File: config.mk
export PLATFORM = sky130hd
export DESIGN_NAME = parity_frame_accum
export DESIGN_NICKNAME = d
export VERILOG_FILES = /design/src/rtl/parity_frame_accum.sv
export SDC_FILE = /design/constraint.sdc
export NUM_CORES = 1
export LEC_CHECK = 0
export CAP_MARGIN = 20
export CORE_MARGIN = 2
export CORE_UTILIZATION = 30
export CTS_CLUSTER_DIAMETER = 50
export DETAILED_ROUTE_END_ITERATION = 12
export DONT_BUFFER_PORTS = 1
export HOLD_SLACK_MARGIN = 0.08
export SYNTH_ARGS = -nofsm -noshare
export SYNTH_HDL_FRONTEND = slang
export SYNTH_SLANG_ARGS = --single-unit
File: constraint.sdc
create_clock -name clk -period 2.15 [get_ports clk]
set_input_delay 0.3225 -clock clk [delete_from_list [all_inputs] [get_ports clk]]
set_output_delay 0.3225 -clock clk [all_outputs]
set_load 0.02 [all_outputs]
File: src/rtl/parity_frame_accum.sv
// ---------------------------------------------------------------------------
// parity_frame_accum
//
// Accumulates the parity of a frame made of FRAME_LEN 3-bit groups. Each
// accepted group contributes the XOR of its three bits to a running parity.
// When the last group of a frame is accepted, the final parity is presented
// on out_par together with out_err, which flags a mismatch against the
// expected parity supplied alongside that last group. The result is held
// until the downstream side accepts it; no input is taken meanwhile.
//
// Parameters
//   FRAME_LEN   groups per frame, 1..255 (default 4)
//
// Ports
//   clk         single clock, rising-edge
//   reset       synchronous, active-high
//   in_valid    upstream group present on in_bits
//   in_ready    block accepts a group this cycle (low while a result waits)
//   in_bits     one group {A,B,C}
//   exp_par     expected frame parity, sampled with the last group
//   out_valid   frame result present
//   out_ready   downstream accepts the result
//   out_par     1 when the frame holds an odd number of ones
//   out_err     out_par differs from the expected parity of that frame
//   err_count   number of errored frames delivered, saturating at 255
//
// Build option
//   PARITY_ERR_COUNT_EN  when defined, err_count counts errored frames on
//                        each output transfer; otherwise it is tied to 0
//                        and no counter hardware exists.
// ---------------------------------------------------------------------------
module parity_frame_accum #(
    parameter int FRAME_LEN = 4
) (
    input  logic       clk,
    input  logic       reset,
    input  logic       in_valid,
    output logic       in_ready,
    input  logic [2:0] in_bits,
    input  logic       exp_par,
    output logic       out_valid,
    input  logic       out_ready,
    output logic       out_par,
    output logic       out_err,
    output logic [7:0] err_count
);

    typedef enum logic [1:0] {
        IDLE  = 2'd0,
        ACCUM = 2'd1,
        DONE  = 2'd2
    } state_t;

    // Count value held in ACCUM just before the final group arrives.
    localparam logic [7:0] LAST_IDX = 8'(FRAME_LEN - 1);

    state_t     state;
    logic       run_par;
    logic [7:0] grp_cnt;
    logic       grp_par;
    logic       in_xfer;
    logic       out_xfer;
    logic       final_par;

    // Handshake qualifiers and the parity contribution of the current group.
    // final_par is what the frame parity becomes if this group is the last.
    always_comb begin
        in_xfer   = in_valid && in_ready;
        out_xfer  = out_valid && out_ready;
        grp_par   = in_bits[2] ^ in_bits[1] ^ in_bits[0];
        final_par = run_par ^ grp_par;
    end

    // Frame FSM. in_ready and out_valid are registered alongside the state so
    // they decode it exactly: in_ready is high in IDLE/ACCUM, out_valid is
    // high only in DONE. Leaving DONE returns to IDLE with in_ready going
    // high for the following cycle, so a new frame can never start in the
    // same cycle as the output transfer.
    always_ff @(posedge clk) begin
        if (reset) begin
            state     <= IDLE;
            run_par   <= 1'b0;
            grp_cnt   <= 8'd0;
            out_par   <= 1'b0;
            out_err   <= 1'b0;
            in_ready  <= 1'b1;
            out_valid <= 1'b0;
        end else begin
            case (state)
                IDLE: begin
                    if (in_xfer) begin
                        if (FRAME_LEN == 1) begin
                            state     <= DONE;
                            out_par   <= final_par;
                            out_err   <= final_par ^ exp_par;
                            in_ready  <= 1'b0;
                            out_valid <= 1'b1;
                        end else begin
                            state   <= ACCUM;
                            run_par <= final_par;
                            grp_cnt <= 8'd1;
                        end
                    end
                end

                ACCUM: begin
                    if (in_xfer) begin
                        if (grp_cnt == LAST_IDX) begin
                            state     <= DONE;
                            out_par   <= final_par;
                            out_err   <= final_par ^ exp_par;
                            in_ready  <= 1'b0;
                            out_valid <= 1'b1;
                        end else begin
                            run_par <= final_par;
                            grp_cnt <= grp_cnt + 8'd1;
                        end
                    end
                end

                DONE: begin
                    if (out_ready) begin
                        state     <= IDLE;
                        run_par   <= 1'b0;
                        grp_cnt   <= 8'd0;
                        in_ready  <= 1'b1;
                        out_valid <= 1'b0;
                    end
                end

                default: begin
                    state     <= IDLE;
                    run_par   <= 1'b0;
                    grp_cnt   <= 8'd0;
                    in_ready  <= 1'b1;
                    out_valid <= 1'b0;
                end
            endcase
        end
    end

`ifdef PARITY_ERR_COUNT_EN
    logic [7:0] err_cnt_q;

    // Errored frames are counted when they are actually delivered, so a
    // result discarded by reset never reaches the count. Holds at 255.
    always_ff @(posedge clk) begin
        if (reset) begin
            err_cnt_q <= 8'd0;
        end else if (out_xfer && out_err && (err_cnt_q != 8'hFF)) begin
            err_cnt_q <= err_cnt_q + 8'd1;
        end
    end

    assign err_count = err_cnt_q;
`else
    assign err_count = 8'd0;
`endif

endmodule

==> impl_metrics.toml <==
[status]
run_status = "finished clean"

[clocking]
cts_tree = "yes"
post_cts_buffers = 0
clkLatencyLatePin_ns = 0.28
numCtsBuffers = 3
numClockSinks = 15
h-tree-depth = 1
clock-root-buffer = "clkbuf_4"
clk_pin_slew_ns = 0.09
clk_path_buf_depth = 2

[place]
hpwl_um = 1239
place.gp.congestion = 0.8323
io_buffers = 0
placed_area_um2 = 848.3

[global_routing]
overflow = 0
grt_max_degree = 13
grt_pass1_wl_um = 2904
grt_pass1_vias = 662
grt_util_all_layers_pct = 11.01
antenna_found_initial = 0

[setup_path]
cp-startpoint = "grp_cnt[0]"
critical_path_peak_fanout = 5
start_kind = "flop"
required_ns = 2.35
r2r-start = "grp_cnt[0]"
end_kind = "flop"
crit_arrival_ns = 2.05
path_class = "flop to flop"

[cells_and_area]
areaGrowthSynthToFinish_pct = 3.057
drive_gt1_share_pct = 7.767
final_common_cell = "dfxtp_1"
final_util_pct = 32.40
stdcell_area_um2 = 885.9
antennaDiodeCount = 0
nets = 113
mostFrequentLayoutCells = "15 x dfxtp_1, 10 x nand2_1, 9 x nor2_1, 8 x conb_1, 6 x nand3_1"

[floorplan]
die_x_um = 57.53
num_rows = 19
die-area_um2 = 3310
die_y_um = 57.53
ios = 20
core_um2 = 2734
initial_core_util_pct = 31.44

[route]
drc = 0
via_count = 710
routed.top_layer = "met3"
dr.first_iter.drc_count = 16
wl_met1_um = 713
ant_nets = 0
firstDrtPassIters = 4
wl_um = 1648
wl_per_cell_um = 12.30
viasPerCell = 5.299
wl_met3_um = 138
route.met2.wl_um = 795

[power]
clkPwrFrac_pct = 30.2
pwr-share-comb_pct = 13.2
seq_power_share_pct = 56.6
vdd_drop_max_mv = 0.4413
intPower_uw = 381.8
power_density_nw_per_um2 = 598.2
p_switching_uw = 148.1
swShare_pct = 27.95
leakagePower_nw = 0.3238

[job]
maxCapViolCount = 0

[timing]
relSlewSlack_pct = 65.88
fin_crit_ns = 1.848
timing.hold.ws_ns = 0.1082
drv_slew = 0
fin_crit_sh_pct = 85.95
max_freq_mhz = 541.1
setup_viol = 0
rsz0062_at_grt = "no"
worst_pin_slew_ns = 0.5047
skew_ns = 0.007511
hold_viol = 0
finalSetupTns_ns = 0

[yosys]
ys_warn_count = 0
synthArstFlopShare_pct = 0
syn_area_per_cell_um2 = 8.511
synth_top_cell_by_area = "dfxtp_1"
synth_cell_types = 41
netlist_area_um2 = 859.6
ys_ff_latch = 15
seq_area_frac_synth_pct = 34.93
synth_top_area_share_pct = 34.93
ys.flop_type = "dfxtp_1"
synth-edff-count = 0
synth_cells = 101
yosys-top-cells-area = "dfxtp_1 35%, buf_4 7.9%, nand2_1 4.4%, xnor2_1 4.1%, nor2_1 3.9%"

[min_path]
min-delay-start = "reset"
hold_class = "primary input to flop"
## per-layer routing
| metal | vias to the layer above | track usage (%) |
|---|---|---|
| met5 | - | 0 |
| met3 | 0 | 6.349 |
| met2 | 22 | 17.86 |
| li1 | 356 | - |
| met1 | 332 | 13.18 |
| met4 | 0 | 0.9967 |
## Yosys cell counts, types with 3 or more instances
cell     instances
dfxtp_1         15
nand2_1         10
buf_4            9
nor2_1           9
nand3_1          6
xnor2_1          4
a21oi_1          3
nand4_1          3
nor3_1           3
## metrics by stage
step | setup WS [ns] | std cells | power [mW]
6_report | 0.3021 | 134 | 0.5299
5_1_grt | 0.01595 | 134 | 0.5659
4_1_cts | 0.2902 | 133 | 0.5343
3_5_place_dp | 0.3118 | 129 | 0.3741
3_3_place_gp | 0.3198 | 129 | 0.3729
2_1_floorplan | 0.6146 | 108 | 0.3768
## kinds of logic (layout without fill, tap and decap cells)
group	after synthesis	after routing	synth area share, %
flip-flops	15	15	34.93
other	1	8	0.4363
XOR/XNOR	6	6	6.113
buffers and inverters	13	8	10.63
AO/OA/AOI/OAI	16	16	13.68
multiplexers	2	2	2.329
AND/OR/NAND/NOR	47	47	30.42
adder cells (fa/ha/maj)	1	1	1.455
## state kept, by name, indices dropped and copies added, names as in the netlist
name       flops
state          2
out_err        1
out_valid      1
grp_cnt        8
out_par        1
in_ready       1
run_par        1
## worst max-delay path: stages (launching register included)
cell and delay (ns):
dfxtp_1 0.42, ha_1 0.23, nor4b_1 0.45, nand4b_1 0.19, and3_1 0.27, o32ai_1 0.21
## layout make-up
| cell class | count | area (um^2) |
|---|---|---|
| clock inverters | 1 | 5.005 |
| multi-input cells | 80 | 494.2 |
| flip-flops and latches | 15 | 300.3 |
| fillers | 298 | 1848 |
| repair buffers | 2 | 17.52 |
| inverters | 2 | 7.507 |
| clock buffers | 3 | 22.52 |
| well taps | 31 | 38.79 |
## power groups by stage
stage	registers (mW)	clock network (mW)	logic, mW
3_3_place_gp	0.306	0	0.0670
2_1_floorplan	0.298	0	0.0790
6_report	0.300	0.160	0.0701
3_5_place_dp	0.306	0	0.0678
4_1_cts	0.300	0.166	0.0679
5_1_grt	0.302	0.185	0.0787
## final timing paths
kind	end	slack, ns	cells after the start
worst max-delay path	grp_cnt[1]	0.30	5
worst min-delay path	state[0]	0.11	1
worst max register to register	grp_cnt[1]	0.30	5
worst min register to register	run_par	0.50	2
## what timing repair did
item,4_1_cts,5_1_grt
endpoints found under the hold margin,0,3
resized for setup,0,0
hold buffers,0,1
No activity file was read; power rests on OpenSTA's default activity.
